<file path="src/rtl/bcd_seq.sv">
//============================================================================
// Module   : bcd_seq
// Purpose  : Sequential binary-to-BCD converter (double-dabble), one shift
//            per clock, start/busy/done handshake, overflow saturation.
// Options  : define BCD_SEQ_SIGN_EN for two's-complement input and sign_o.
// Revision : 1.0  initial release
//============================================================================
`default_nettype none

module bcd_seq #(
    parameter int BIN_W  = 12,
    parameter int DIGITS = 4
) (
    input  logic                  clk,
    input  logic                  rst,
    input  logic                  start_i,
    input  logic [BIN_W-1:0]      bin_i,
    output logic                  busy_o,
    output logic                  done_o,
    output logic [4*DIGITS-1:0]   bcd_o,
`ifdef BCD_SEQ_SIGN_EN
    output logic                  sign_o,
`endif
    output logic                  ovf_o
);

    localparam int BCD_W = 4 * DIGITS;
    localparam int CNT_W = (BIN_W > 1) ? $clog2(BIN_W) : 1;

    typedef enum logic [1:0] {
        ST_IDLE  = 2'd0,
        ST_SHIFT = 2'd1,
        ST_DONE  = 2'd2
    } state_t;

    state_t             state_q, state_d;
    logic [BIN_W-1:0]   operand_q, operand_d;
    logic [BCD_W-1:0]   digits_q, digits_d;
    logic               sticky_q, sticky_d;
    logic [CNT_W-1:0]   cnt_q, cnt_d;
    logic [BCD_W-1:0]   bcd_q, bcd_d;
    logic               ovf_q, ovf_d;
    logic               done_q, done_d;

    logic [BCD_W-1:0]   w_adj;
    logic [BCD_W-1:0]   w_digits_sh;
    logic [BIN_W-1:0]   w_operand_sh;
    logic               w_sticky_sh;
    logic [BIN_W-1:0]   w_load;
    logic               w_accept;

`ifdef BCD_SEQ_SIGN_EN
    logic               sign_q, sign_d;
    logic               sgn_op_q, sgn_op_d;

    // Negating the most negative value yields 2^(BIN_W-1), which is the
    // correct magnitude when the result is read as unsigned.
    assign w_load = bin_i[BIN_W-1] ? (~bin_i + 1'b1) : bin_i;
`else
    assign w_load = bin_i;
`endif

    for (genvar i = 0; i < DIGITS; i++) begin : g_digit_adj
        assign w_adj[4*i +: 4] = (digits_q[4*i +: 4] > 4'd4) ?
                                 (digits_q[4*i +: 4] + 4'd3) :
                                 digits_q[4*i +: 4];
    end

    assign w_digits_sh  = {w_adj[BCD_W-2:0], operand_q[BIN_W-1]};
    assign w_operand_sh = {operand_q[BIN_W-2:0], 1'b0};
    assign w_sticky_sh  = sticky_q | w_adj[BCD_W-1];

    assign w_accept = start_i && ((state_q == ST_IDLE) || (state_q == ST_DONE));

    always_comb begin
        state_d   = state_q;
        operand_d = operand_q;
        digits_d  = digits_q;
        sticky_d  = sticky_q;
        cnt_d     = cnt_q;
        bcd_d     = bcd_q;
        ovf_d     = ovf_q;
        done_d    = 1'b0;
`ifdef BCD_SEQ_SIGN_EN
        sign_d    = sign_q;
        sgn_op_d  = sgn_op_q;
`endif

        case (state_q)
            ST_IDLE, ST_DONE: begin
                if (w_accept) begin
                    state_d   = ST_SHIFT;
                    operand_d = w_load;
                    digits_d  = '0;
                    sticky_d  = 1'b0;
                    cnt_d     = CNT_W'(BIN_W - 1);
`ifdef BCD_SEQ_SIGN_EN
                    sgn_op_d  = bin_i[BIN_W-1];
`endif
                end else begin
                    state_d = ST_IDLE;
                end
            end
            ST_SHIFT: begin
                operand_d = w_operand_sh;
                digits_d  = w_digits_sh;
                sticky_d  = w_sticky_sh;
                cnt_d     = cnt_q - 1'b1;
                if (cnt_q == '0) begin
                    state_d = ST_DONE;
                    done_d  = 1'b1;
                    ovf_d   = w_sticky_sh;
                    bcd_d   = w_sticky_sh ? {DIGITS{4'h9}} : w_digits_sh;
`ifdef BCD_SEQ_SIGN_EN
                    sign_d  = sgn_op_q;
`endif
                end
            end
            default: begin
                state_d = ST_IDLE;
            end
        endcase
    end

    always_ff @(posedge clk or posedge rst) begin
        if (rst) begin
            state_q   <= ST_IDLE;
            operand_q <= '0;
            digits_q  <= '0;
            sticky_q  <= 1'b0;
            cnt_q     <= '0;
            bcd_q     <= '0;
            ovf_q     <= 1'b0;
            done_q    <= 1'b0;
`ifdef BCD_SEQ_SIGN_EN
            sign_q    <= 1'b0;
            sgn_op_q  <= 1'b0;
`endif
        end else begin
            state_q   <= state_d;
            operand_q <= operand_d;
            digits_q  <= digits_d;
            sticky_q  <= sticky_d;
            cnt_q     <= cnt_d;
            bcd_q     <= bcd_d;
            ovf_q     <= ovf_d;
            done_q    <= done_d;
`ifdef BCD_SEQ_SIGN_EN
            sign_q    <= sign_d;
            sgn_op_q  <= sgn_op_d;
`endif
        end
    end

    assign busy_o = (state_q == ST_SHIFT);
    assign done_o = done_q;
    assign bcd_o  = bcd_q;
    assign ovf_o  = ovf_q;
`ifdef BCD_SEQ_SIGN_EN
    assign sign_o = sign_q;
`endif

endmodule

`default_nettype wire

</file>
<file path="config.mk">
export PLATFORM = sky130hd
export DESIGN_NAME = bcd_seq
export DESIGN_NICKNAME = d
export VERILOG_FILES = /design/src/rtl/bcd_seq.sv
export SDC_FILE = /design/constraint.sdc
export NUM_CORES = 1
export LEC_CHECK = 0
export ABC_CLOCK_PERIOD_IN_PS = 3700
export BUFFER_PORTS_ARGS = -buffer_cell sky130_fd_sc_hd__buf_2
export CORE_UTILIZATION = 61
export DETAILED_ROUTE_END_ITERATION = 6
export PLACE_DENSITY_LB_ADDON = 0.15
export SYNTH_ARGS = -nofsm -noshare
export SYNTH_HDL_FRONTEND = slang
export SYNTH_SLANG_ARGS = --single-unit
</file>
<file path="constraint.sdc">
create_clock -name clk -period 3.7 [get_ports clk]
set_input_delay 0.74 -clock clk [delete_from_list [all_inputs] [get_ports clk]]
set_output_delay 0.74 -clock clk [all_outputs]
set_load 0.01 [all_outputs]
</file>
# Yosys cells after proc, flatten, opt, wreduce, memory -nomap -nowiden
# Cells that the tools add are included.
dict set report totals {
  wordCells 48
  register_bits 53
}
dict set report op_classes {
  add_sub_neg 5
  bitwise_logic 1
  n_mux 18
  n_eq_ne 4
  n_reduce_logical 8
  n_lt_le_gt_ge 4
}
# op count
set ops {}
lappend ops {{$mux W16} 2}
lappend ops {{$pmux W16 S2} 1}
lappend ops {{$pmux W12 S2} 1}
lappend ops {{$mux W4} 5}
lappend ops {{$add A4 B2 Y4 const B} 4}
lappend ops {{$gt A4 B3 Y1 const B} 4}
lappend ops {{$mux W12} 1}
lappend ops {{$pmux W4 S2} 1}
lappend ops {{$logic_not A4 Y1} 1}
lappend ops {{$mux W1} 4}
lappend ops {{$pmux W2 S2} 1}
lappend ops {{$reduce_and A2 Y1} 2}
lappend ops {{$sub A4 B1 Y4 const B} 1}
lappend ops {{$eq A2 B1 Y1 const B} 1}
lappend ops {{$eq A2 B2 Y1 const B} 1}
lappend ops {{$logic_not A2 Y1} 1}
lappend ops {{$mux W2} 1}
lappend ops {{$ne A2 B1 Y1 const B} 1}
lappend ops {{$ne A2 B2 Y1 const B} 1}
lappend ops {{$pmux W1 S2} 1}
lappend ops {{$reduce_bool A2 Y1} 1}
lappend ops {{$reduce_or A2 Y1} 1}
lappend ops {{$logic_and A1 B1 Y1} 1}
lappend ops {{$logic_or A1 B1 Y1} 1}
lappend ops {{$or A1 B1 Y1} 1}

# Logic depth before layout (Yosys ltp)
# Gate-level depths: netlist of the first run.
dict set report depth {
  word_depth 5
  ltp_mapped 8
}

# Worst setup path before layout of the first run
# Ideal clock, no wire load.
dict set report synth_path {
  kind {reg2out}
  startpoint {register state_q[1]}
  endpoint {output port busy_o}
  n_path_buf 2
  slack_ps 2075
  arrival_time_ps 885
  path_stages_with_launch 5
  required_ps 2960
  path_cell_list {dfrtp_1 -> nand2b_1 -> buf_2 -> inv_2 -> buf_2}
}
dict set report synth_between {
  elab_chain_len 1
}
# item line
set synth_lines {}
lappend synth_lines {{from (decl)} 36} ;# state_t state_q, state_d;
lappend synth_lines {{from (signal assigned)} 140} ;# state_q <= state_d;
lappend synth_lines {{$eq A2 B1 Y1} 155} ;# assign busy_o = (state_q == ST_SHIFT);
lappend synth_lines {{to (decl)} 18} ;# output logic busy_o,
# No other way between the ends.

# Worst setup path in the final report of the first run
dict set report layout_path {
  startpoint {register state_q[1]}
  endpoint {register bcd_q[4], in the netlist bcd_o[4]}
}
dict set report layout_between {
  elab_chain_len 2
}
# item line
set layout_lines {}
lappend layout_lines {{$eq A2 B1 Y1} 89} ;# case (state_q)
lappend layout_lines {{$reduce_and A2 Y1 (no source line)} -}
lappend layout_lines {{to (signal assigned)} 132} ;# bcd_q <= '0;
lappend layout_lines {{to (signal assigned)} 145} ;# bcd_q <= bcd_d;
lappend layout_lines {{to (decl)} 41} ;# logic [BCD_W-1:0] bcd_q, bcd_d;
# No other way between the ends.
# A chain may end at the register's enable or synchronous reset.

==> metrics.cfg, run 1 <==
[finish]
regArea_mm2 = 0.001326
multi_input_area_mm2 = 0.001011
post-route-util = 0.7332
final_common_cell = dfrtp_1
antennaDiodeCount = 0
fill_cells = 270
drive_gt1_frac = 0.1915
final_cell_mix = dfrtp_1, nand2_1, buf_2, o21ai_0, inv_1
syn_to_final_growth_pct = 11.73
fin_nets = 305

[timing]
fin_tns_setup_ns = 0
hold_violations = 0
finalWorstSetupSlack_ns = 1.104
min_period_ns = 2.596
fin_crit_sh = 0.7016
relSlewSlack = 0.2961
setup_viol = 0
clock_skew_ns = 0.006834
timing.fmax_mhz = 385.2
rsz0062_at_grt = false
worstMarginPinSlew_ns = 1.054
slew_viol_final = 0

[global_route]
antenna_found_initial = 0
grt_pass1_wl_um = 8376
grt_start_max_net_pins = 54
grt_overflow = 0
grtUsageTotal = 0.2634
grt_pass1_vias = 1775

[flow_run]
maxCapViolations = 0

[place]
pre_cts_ws_ns = 1.123
io_buffers = 33
place_hpwl_um = 3258
gp_congestion = 0.7746

[route]
vias = 1903
wl_per_cell_um = 14.64
route.detailed.drc = 0
ant_nets = 0
drt_pre_antenna_iters = 4
drt_iter0_drc = 174
routed_wirelength_um = 4830
viasPerCell = 5.767

[clock_network]
cts_tree = built
clkTransAtPathRegs_ns = 0.09
cts_root_buf = clkbuf_8
cts.path.max_buffers = 2
htree_levels = 2
post_cts_resized = 0
cts_hold_buf = 0
clock-sinks = 53
insertion_delay_ns = 0.30
post_cts_buffers = 0
cts_made_buffers = 5

[yosys]
syn-cell-area_mm2 = 0.002475
syn_avg_cell_area_um2 = 9.899
synth.ff_latch_count = 53
yosysUniqueCellTypes = 33
syn-num-nets = 274
ys_seq_area_frac = 0.5359
netlist_instances = 250
synth_warnings = 0

[power_and_ir_drop]
power.density_mw_per_mm2 = 947.5
irDropWorstVdd_uv = 519.6
p_total_mw = 2.620
p_leak_nw = 1.312

[worst_setup_path]
cp.arrival_ns = 2.82
cp-start-kind = flop
critPathCaptureType = flop
cp.required_ns = 3.92
critPathMaxFanout = 24
worst-setup-path-type = reg -> reg

[min_path]
min_path_type = reg -> reg

[floorplanning]
dieHeight_um = 65.70
core_region_area_mm2 = 0.003771
start_util = 0.6563
dieArea_mm2 = 0.004316
io_pins = 34
rows = 22
chipWidth_um = 65.70

[status]
outcome = complete, no violations

[worst paths after layout]
kind | cells past startpoint | endpoint | startpoint | slack, ns
worst max-delay path | 6 | bcd_o[4] | state_q[1] | 1.10
worst min-delay path | 2 | bcd_o[6] | bcd_o[6] | 0.48
worst max register to register | 6 | bcd_o[4] | state_q[1] | 1.10
worst min register to register | 2 | bcd_o[6] | bcd_o[6] | 0.48
max in group asynchronous | 2 | operand_q[3] | rst | 2.36
min in group asynchronous | 2 | bcd_o[1] | rst | 0.69
[kinds of logic after synthesis]
kind of cell               after synthesis  share of synthesized area
and+or+nand+nor                         74                     0.1309
adders and majority gates                9                    0.04550
xor gates and xnor gates                 5                    0.01769
muxes                                    6                    0.03185
AOI/OAI and AO/OA                       72                     0.1825
buffers and inverters                   31                    0.05561
DFF                                     53                     0.5359
[flip-flops by register name, indices dropped and copies added, names as in the netlist]
name,count
bcd_o,16
cnt_q,4
digits_q,16
done_o,1
operand_q,12
ovf_o,1
state_q,2
sticky_q,1
[metal layers]
| layer | GRT usage | routed length [um] | share of wire | vias up |
|---|---|---|---|---|
| met2 | 0.4120 | 2325 | 0.48 | 52 |
| met4 | 0.1141 | 102 | 0.021 | 0 |
| li1 | - | - | - | 925 |
| met1 | 0.3489 | 2127 | 0.44 | 917 |
| met3 | 0.06250 | 274 | 0.057 | 9 |
| met5 | 0 | 0 | 0 | - |
[power breakdown]
part | switching (mW) | internal [mW] | leakage (nW)
clock | 0.176 | 0.221 | 0.0585
sequential | 0.186 | 0.845 | 0.656
combinational | 0.711 | 0.482 | 0.597
total | 1.07 | 1.55 | 1.31
[per-stage QoR]
stage,hold slack (ns),instances,instance area (um2)
after floorplan,0.4463,250,2475
after global placement,0.4571,322,2649
after detailed placement,0.4616,322,2649
after CTS,0.4821,330,2765
after global routing,0.4971,330,2765
final,0.4788,330,2765
[worst max-delay path, stage by stage, from the launching register on]
cell and delay [ns]:
dfrtp_1 0.36, nand2b_1 0.46, inv_2 0.50, nand2_1 0.56, inv_2 0.40, nor2_1 0.07
a31oi_1 0.16
[area by class of cell]
class,count,share of cell area
clock inverters,1,0.01086
flip-flops and latches,53,0.4796
repair buffers,34,0.06244
well taps,48,0.02172
inverters,21,0.02851
clock buffers,7,0.03122
multi-input cells,166,0.3656
[Yosys cell counts]
library cell  number  area [um2]
a211oi_1           1       7.510
a21oi_1           11       55.05
a22o_1             1       8.760
a22oi_1           12       90.09
a31oi_1            8       50.05
a32o_1             1       10.01
buf_1              1       3.750
buf_2              5       25.02
buf_4              2       15.01
buf_6              1       11.26
clkbuf_1           1       3.750
dfrtp_1           53        1326
ha_1               9       112.6
inv_1             19       71.32
inv_2              2       7.510
mux2_2             5       56.30
mux2i_4            1       22.52
nand2_1           43       161.4
nand2b_1           2       12.51
nand3_1            1       5.000
nor2_1            13       48.80
nor2_4             1       11.26
nor2b_1            1       6.260
nor3_1             7       35.03
nor3_2             1       10.01
nor3b_1            2       15.01
o21ai_0           20       100.1
o21ai_2            1       8.760
o21ba_2            1       10.01
o22ai_1            7       43.79
o31ai_1            9       67.56
or3_1              3       18.77
xnor2_1            5       43.79
(Power assumes the default switching activity.)
==> inputs of run 2 (changes only) <==
--- a/config.mk
+++ b/config.mk
@@ -5,9 +5,10 @@
 export SDC_FILE = /design/constraint.sdc
 export NUM_CORES = 1
 export LEC_CHECK = 0
-export ABC_CLOCK_PERIOD_IN_PS = 3700
+export ABC_AREA = 1
+export ABC_CLOCK_PERIOD_IN_PS = 2700
 export BUFFER_PORTS_ARGS = -buffer_cell sky130_fd_sc_hd__buf_2
-export CORE_UTILIZATION = 61
+export CORE_UTILIZATION = 57
 export DETAILED_ROUTE_END_ITERATION = 6
 export PLACE_DENSITY_LB_ADDON = 0.15
 export SYNTH_ARGS = -nofsm -noshare
==> constraint.sdc (replaced) <==
create_clock -name clk -period 2.7 [get_ports clk]
set_input_delay 0.54 -clock clk [delete_from_list [all_inputs] [get_ports clk]]
set_output_delay 0.54 -clock clk [all_outputs]
set_load 0.01 [all_outputs]
==> run 2 against run 1 <==
Against the previous run: register-to-register slack got worse by 0.05 ns; final area up 3.5%; die area increased by 11%; sequential power is 31% higher; combinational power grew 48%; final cell count rose by 21%; global-route usage decreased by 2.5 points; first-iteration DRC count decreased by 13%.
==> metrics.cfg, run 2 <==
[global_route]
busiest_layer = met2  ; unchanged
antenna_found_initial = 0  ; unchanged
grt_overflow = 0  ; unchanged
grtUsageMet2 = 0.3981  ; was 0.4120
grt_pass1_wl_um = 9211  ; was 8376 um
use_met3 = 0.04942  ; was 0.06250
grt_start_max_net_pins = 28  ; was 54
grt_pass1_vias = 2089  ; was 1,775
grtUsageMet1 = 0.3171  ; was 0.3489
grtUsageTotal = 0.2380  ; was 0.2634

[yosys]
netlist_instances = 314  ; was 250
synth_common_cells = nand2_1, dfrtp_1, inv_1, nand3_1, o21ai_1  ; was dfrtp_1, nand2_1, o21ai_0, inv_1, nor2_1
synth-async-reset-ratio = 1.000  ; unchanged
yosysMostFrequentCell = nand2_1  ; was dfrtp_1
synth_area_leader_cell = dfrtp_1  ; unchanged
syn-cell-area_mm2 = 0.002575  ; was 0.002475 mm2
synth_warnings = 0  ; unchanged
synth-edff-count = 0  ; unchanged
synth.ff_latch_count = 53  ; unchanged
syn_avg_cell_area_um2 = 8.201  ; was 9.899 um2
ys.flop_type = dfrtp_1  ; unchanged
syn-num-nets = 338  ; was 274
synth_top_area_share = 0.5151  ; was 0.5359
synth_top_cells_by_area = dfrtp_1, nand2_1, inv_1  ; was dfrtp_1, nand2_1, ha_1
ys_seq_area_frac = 0.5151  ; was 0.5359
yosysUniqueCellTypes = 30  ; was 33

[place]
dp_cells = 392  ; was 322
placed_cell_area_mm2 = 0.002779  ; was 0.002649 mm2
gp_congestion = 0.8654  ; was 0.7746
pre_cts_ws_ns = 1.091  ; was 1.123 ns
place_hpwl_um = 3538  ; was 3258 um
io_buffers = 33  ; unchanged

[route]
wl_per_cell_um = 12.50  ; was 14.64 um
route.detailed.drc = 0  ; unchanged
routed_wirelength_um = 5000  ; was 4830 um
drt_pre_antenna_iters = 4  ; unchanged
drt_iter0_drc = 152  ; was 174
viasPerCell = 5.215  ; was 5.767
vias = 2086  ; was 1,903
ant_nets = 0  ; unchanged

[worst_setup_path]
cp.required_ns = 2.16  ; was 3.92 ns
cp.arrival_ns = 1.29  ; was 2.82 ns
worst-setup-path-type = reg -> out  ; was reg -> reg
cp-start-kind = flop  ; unchanged
crit_chain = nor2_4 > buf_4 > buf_2  ; was nand2b_1 > inv_2 > nand2_1 > inv_2 > nor2_1 > a31oi_1
critPathSlowestCell = dfrtp_1  ; was nand2_1
critPathCaptureType = output pin  ; was flop
critPathMaxFanout = 25  ; was 24
slowest_delay_ns = 0.40  ; was 0.56 ns

[finish]
final_common_cell = nand2_1  ; was dfrtp_1
finalNonFillerCells = 400  ; was 330
final_cell_mix = nand2_1, dfrtp_1, buf_2, inv_1, nand3_1  ; was dfrtp_1, nand2_1, buf_2, o21ai_0, inv_1
fill_cells = 403  ; was 270
final_area_mm2 = 0.002863  ; was 0.002765 mm2
post-route-util = 0.6575  ; was 0.7332
syn_to_final_growth_pct = 11.18  ; was 11.73%
antennaDiodeCount = 0  ; unchanged
fin_nets = 371  ; was 305
drive_gt1_frac = 0.1609  ; was 0.1915

[timing]
setup_viol = 0  ; unchanged
relSlewSlack = 0.6148  ; was 0.2961
hold_violations = 0  ; unchanged
finalWorstSetupSlack_ns = 0.8685  ; was 1.104 ns
worstMarginPinSlew_ns = 0.5770  ; was 1.054 ns
rsz0062_at_grt = false  ; unchanged
fin_tns_setup_ns = 0  ; unchanged
timing.fmax_mhz = 546.0
whs_ns = 0.2883  ; was 0.4788 ns
fin_crit_sh = 0.6783
min_period_ns = 1.831
slew_viol_final = 0  ; unchanged
clock_skew_ns = 0.009268  ; was 0.006834 ns

[floorplanning]
io_pins = 34  ; unchanged
dieArea_mm2 = 0.004790  ; was 0.004316 mm2
dieHeight_um = 69.21  ; was 65.70 um
core_region_area_mm2 = 0.004354  ; was 0.003771 mm2
rows = 24  ; was 22
chipWidth_um = 69.21  ; was 65.70 um
start_util = 0.5914  ; was 0.6563

[clock_network]
post_cts_buffers = 0  ; unchanged
cts_made_buffers = 5  ; unchanged
cts_tree = built  ; unchanged
cts.path.max_buffers = 2  ; unchanged
cts_root_buf = clkbuf_8  ; unchanged
clkTransAtPathRegs_ns = 0.09  ; about the same
post_cts_resized = 0  ; unchanged
clock-sinks = 53  ; unchanged
cts_hold_buf = 0  ; unchanged
htree_levels = 2  ; unchanged
insertion_delay_ns = 0.30  ; about the same

[status]
outcome = complete, no violations  ; unchanged

[power_and_ir_drop]
power.density_mw_per_mm2 = 1239  ; was 947.5 mW/mm2
irDropWorstVdd_uv = 566.4  ; was 519.6 uV
p_leak_nw = 1.539  ; was 1.312 nW
p_total_mw = 3.548  ; was 2.620 mW

[min_path]
min_path_type = in -> async  ; was reg -> reg

[flow_run]
maxCapViolations = 0  ; unchanged

## run 2: worst max-delay path, delay by kind of cell, from the launching register on
| family | cells | cell delay (ns) |
|---|---|---|
| flip-flops | 1 | 0.40 |
| buffers and inverters | 2 | 0.45 |
| AND/OR/NAND/NOR | 1 | 0.12 |
## run 2: logic make-up (layout without fill, tap and decap cells)
family	after synthesis	in the layout	share of synthesized area
simple gates	155	155	0.2502
compound gates	46	46	0.1025
buf+inv	49	83	0.08164
xor+xnor	2	2	0.006804
fa+ha+maj	9	9	0.04373
flops	53	53	0.5151
## run 2: path summary, 6_finish.rpt
check                          endpoint  slack [ns]          from  depth (start not counted)
max in group asynchronous  operand_q[6]        1.87           rst                          3
hold reg to reg                bcd_o[7]        0.48      bcd_o[7]                          2
setup / recovery                 busy_o        0.87    state_q[1]                          3
min in group clk           operand_q[1]        0.45      bin_i[1]                          3
hold / removal                 bcd_o[1]        0.29           rst                          2
setup reg to reg               bcd_o[3]        1.05  digits_q[12]                          9
## run 2: report_power, final
part           total, mW  leakage (nW)  internal, mW  switching [mW]
combinational       1.76         0.847         0.624            1.14
sequential          1.35         0.653          1.16           0.196
clock              0.430        0.0385         0.184           0.246
## run 2: final cells by class
class                           count  area (um2)  share of cell area
Clock inverter                      1       7.507            0.002622
Sequential cell                    53        1326              0.4633
Timing Repair Buffer               36       200.2             0.06993
Tap cell                           52       65.06             0.02273
Multi-Input combinational cell    212        1039              0.3628
Inverter                           39       148.9             0.05201
Clock buffer                        7       76.32             0.02666
## run 2: per-layer routing
layer | vias up | wire, um
li1 | 1062 | -
met1 | 964 | 2293
met2 | 52 | 2406
met3 | 8 | 244
met4 | 0 | 55
met5 | - | 0
==> inputs of run 3 (changes only) <==
--- a/config.mk
+++ b/config.mk
@@ -5,10 +5,10 @@
 export SDC_FILE = /design/constraint.sdc
 export NUM_CORES = 1
 export LEC_CHECK = 0
-export ABC_AREA = 1
-export ABC_CLOCK_PERIOD_IN_PS = 2700
+export ABC_AREA = 0
+export ABC_CLOCK_PERIOD_IN_PS = 1700
 export BUFFER_PORTS_ARGS = -buffer_cell sky130_fd_sc_hd__buf_2
-export CORE_UTILIZATION = 57
+export CORE_UTILIZATION = 56
 export DETAILED_ROUTE_END_ITERATION = 6
 export PLACE_DENSITY_LB_ADDON = 0.15
 export SYNTH_ARGS = -nofsm -noshare
==> constraint.sdc (replaced) <==
create_clock -name clk -period 1.7 [get_ports clk]
set_input_delay 0.34 -clock clk [delete_from_list [all_inputs] [get_ports clk]]
set_output_delay 0.34 -clock clk [all_outputs]
set_load 0.01 [all_outputs]
==> run 3 against run 2 <==
Against the previous run: hold slack lost 0.037 ns; final cell count shrank 13%; combinational power is 69% higher; non-clock buffer count is 14 higher; register-to-register slack got worse by 0.96 ns; critical endpoint is now bcd_o[10]; highest routed layer unchanged; largest cell class unchanged; die area is 2.1% lower; setup slack worse by 0.78 ns; clock skew fell by 0.0048 ns; wire length grew 0.98%; sequential power is 66% higher.
==> metrics.cfg, run 3 (synthesized netlist as in run 1, its figures left out) <==
[status]
outcome = complete, no violations  ; unchanged

[finish]
syn_to_final_growth_pct = 18.15  ; was 11.18%
finalNonFillerCells = 348  ; was 400
final_common_cell = dfrtp_1  ; was nand2_1
fin_nets = 321  ; was 371
antennaDiodeCount = 0  ; unchanged
final_area_mm2 = 0.002924  ; was 0.002863 mm2
fill_cells = 305  ; was 403
final_cell_mix = dfrtp_1, nand2_1, buf_2, o21ai_0, inv_1  ; was nand2_1, dfrtp_1, buf_2, inv_1, nand3_1
drive_gt1_frac = 0.2617  ; was 0.1609

[route]
route.detailed.drc = 0  ; unchanged
drt_iter0_drc = 88  ; was 152
routed_wirelength_um = 5049  ; was 5000 um
drt_pre_antenna_iters = 4  ; unchanged
wl_per_cell_um = 14.51  ; was 12.50 um
ant_nets = 0  ; unchanged
viasPerCell = 5.603  ; was 5.215
vias = 1950  ; was 2,086

[min_path]
whs_path_depth = 3
hold_start = bin_i[1]
min_path_type = in -> reg  ; was in -> async
min_to = operand_q[1]

[worst_setup_path]
r2r-end = bcd_o[10]  ; was bcd_o[3]
critPathMaxFanout = 4  ; was 25
cp.required_ns = 1.91  ; was 2.16 ns
cp.arrival_ns = 1.82  ; was 1.29 ns
crit_chain = inv_1 > ha_2 > inv_1 > a21oi_2 > mux2_2 > o31ai_1  ; was nor2_4 > buf_4 > buf_2
crit_buf_inv = 2  ; unchanged
cp_common_cell = inv_1
cp-start-kind = flop  ; unchanged
rrSetupSlack_ns = 0.09  ; was 1.05 ns
cp-startpoint = digits_q[9]  ; was state_q[1]
slowest_delay_ns = 0.39  ; was 0.40 ns
critPathTopFamily = flip-flops  ; was buffers and inverters
critPathSlowestCell = dfrtp_1  ; unchanged
critPathCaptureType = flop  ; was output pin
worst-setup-path-type = reg -> reg  ; was reg -> out
rr_worst_depth = 6  ; was 9
timing.rr.start = digits_q[9]  ; was digits_q[12]

[timing]
clock_skew_ns = 0.004430  ; was 0.009268 ns
min_period_ns = 1.615
hold_violations = 0  ; unchanged
relSlewSlack = 0.7947  ; was 0.6148
fin_crit_sh = 0.9499
timing.fmax_mhz = 619.2
slew_viol_final = 0  ; unchanged
setup_viol = 0  ; unchanged
worstMarginPinSlew_ns = 0.3048  ; was 0.5770 ns
fin_tns_setup_ns = 0  ; unchanged

[clock_network]
clkTransAtPathRegs_ns = 0.09  ; about the same
clock-sinks = 53  ; unchanged
cts_tree = built  ; unchanged
cts_root_buf = clkbuf_8  ; unchanged
cts.path.max_buffers = 2  ; unchanged
cts_made_buffers = 5  ; unchanged
htree_levels = 2  ; unchanged
insertion_delay_ns = 0.30  ; about the same
post_cts_buffers = 0  ; unchanged

[floorplanning]
io_pins = 34  ; unchanged
chipWidth_um = 68.48  ; was 69.21 um
dieArea_mm2 = 0.004690  ; was 0.004790 mm2
start_util = 0.6014  ; was 0.5914
rows = 23  ; was 24
dieHeight_um = 68.48  ; was 69.21 um
core_region_area_mm2 = 0.004115  ; was 0.004354 mm2

[power_and_ir_drop]
swShare = 0.4134  ; was 0.4462
power.density_mw_per_mm2 = 2018  ; was 1239 mW/mm2
p_total_mw = 5.901  ; was 3.548 mW
p_switching_mw = 2.439  ; was 1.583 mW
irDropWorstVdd_uv = 888.4  ; was 566.4 uV
p_seq_frac = 0.380  ; was 0.382
combPwrFrac = 0.506  ; was 0.497
clockPowerShare = 0.114  ; was 0.121
p_int_mw = 3.462  ; was 1.965 mW
p_leak_nw = 1.378  ; was 1.539 nW

[flow_run]
maxCapViolations = 0  ; unchanged

[global_route]
antenna_found_initial = 0  ; unchanged
grt_pass1_wl_um = 8231  ; was 9211 um
grt_overflow = 0  ; unchanged
grt_start_max_net_pins = 43  ; was 28
grt_pass1_vias = 1887  ; was 2,089
grtUsageTotal = 0.2445  ; was 0.2380

[place]
placed_cell_area_mm2 = 0.002776  ; was 0.002779 mm2
gp_congestion = 0.8522  ; was 0.8654
place_hpwl_um = 3493  ; was 3538 um
io_buffers = 33  ; unchanged
dp_cells = 339  ; was 392

-- run 3: cell types whose count changed in the layout (fill, tap and decap cells not counted), moves of 5 or more --
cell and delta:
o21ai_0 +11, nand3_1 -20, buf_4 +12, a31oi_1 +7, nand2_1 -74, o31ai_1 +8, o21ai_1 -15, mux2_2 +5
a22oi_1 +11, nor3_1 +7, inv_1 -13, o211ai_1 -5
-- run 3: stage by stage --
stage	util	setup WS [ns]	hold slack, ns
5_1_grt	0.7106	-0.01913	0.2411
3_3_place_gp	0.6747	0.08432	0.2983
3_5_place_dp	0.6747	0.02648	0.3003
6_report	0.7106	0.08510	0.2515
4_1_cts	0.6975	0.03238	0.2483
2_1_floorplan	-	0.07377	0.4463
-- run 3: metal layers --
metal,track usage,part of all wire,vias to the layer above,wire length (um)
li1,-,-,964,-
met1,0.3028,0.45,930,2279
met2,0.4081,0.48,47,2447
met3,0.05833,0.048,9,243
met4,0.09896,0.016,0,79
met5,0,0,-,0
-- run 3: power by group through the flow --
stage	sequential (mW)	clock (mW)	combinational (mW)
after floorplan	2.26	0	1.89
after global placement	2.23	0	2.78
after detailed placement	2.24	0	2.86
after CTS	2.22	0.692	2.89
after global routing	2.32	0.736	3.37
final	2.24	0.675	2.98
-- run 3: worst max path at each step --
stage | slack [ns] | cells after the start | end
finish | 0.09 | 6 | bcd_o[10]
global route | -0.02 | 6 | bcd_o[10]
CTS | 0.03 | 6 | bcd_o[14]
detailed placement | 0.03 | 6 | bcd_o[14]
global placement | 0.08 | 6 | bcd_o[14]
floorplan | 0.07 | 1 | bcd_o[0]
-- run 3: cell type report --
class / instances / area [um2] / share of cell area
clock buffers: 8 / 80.08 / 0.02739
repair buffers: 50 / 320.3 / 0.1095
well taps: 50 / 62.56 / 0.02139
multi-input cells: 166 / 1056 / 0.3611
inverters: 21 / 78.83 / 0.02696
flip-flops and latches: 53 / 1326 / 0.4536
-- run 3: tightest hold or removal path: cells and delay by family --
kind                   cells  cell delay, ns
buffers and inverters      1            0.07
and+or+nand+nor            1            0.05
AOI/OAI and AO/OA          1            0.05
-- run 3: timing repair --
action                                  CTS  global route
hold endpoints to repair                 11             0
hold buffers                              1             0
endpoints found under the setup margin    1             8
resized for setup                         1            14
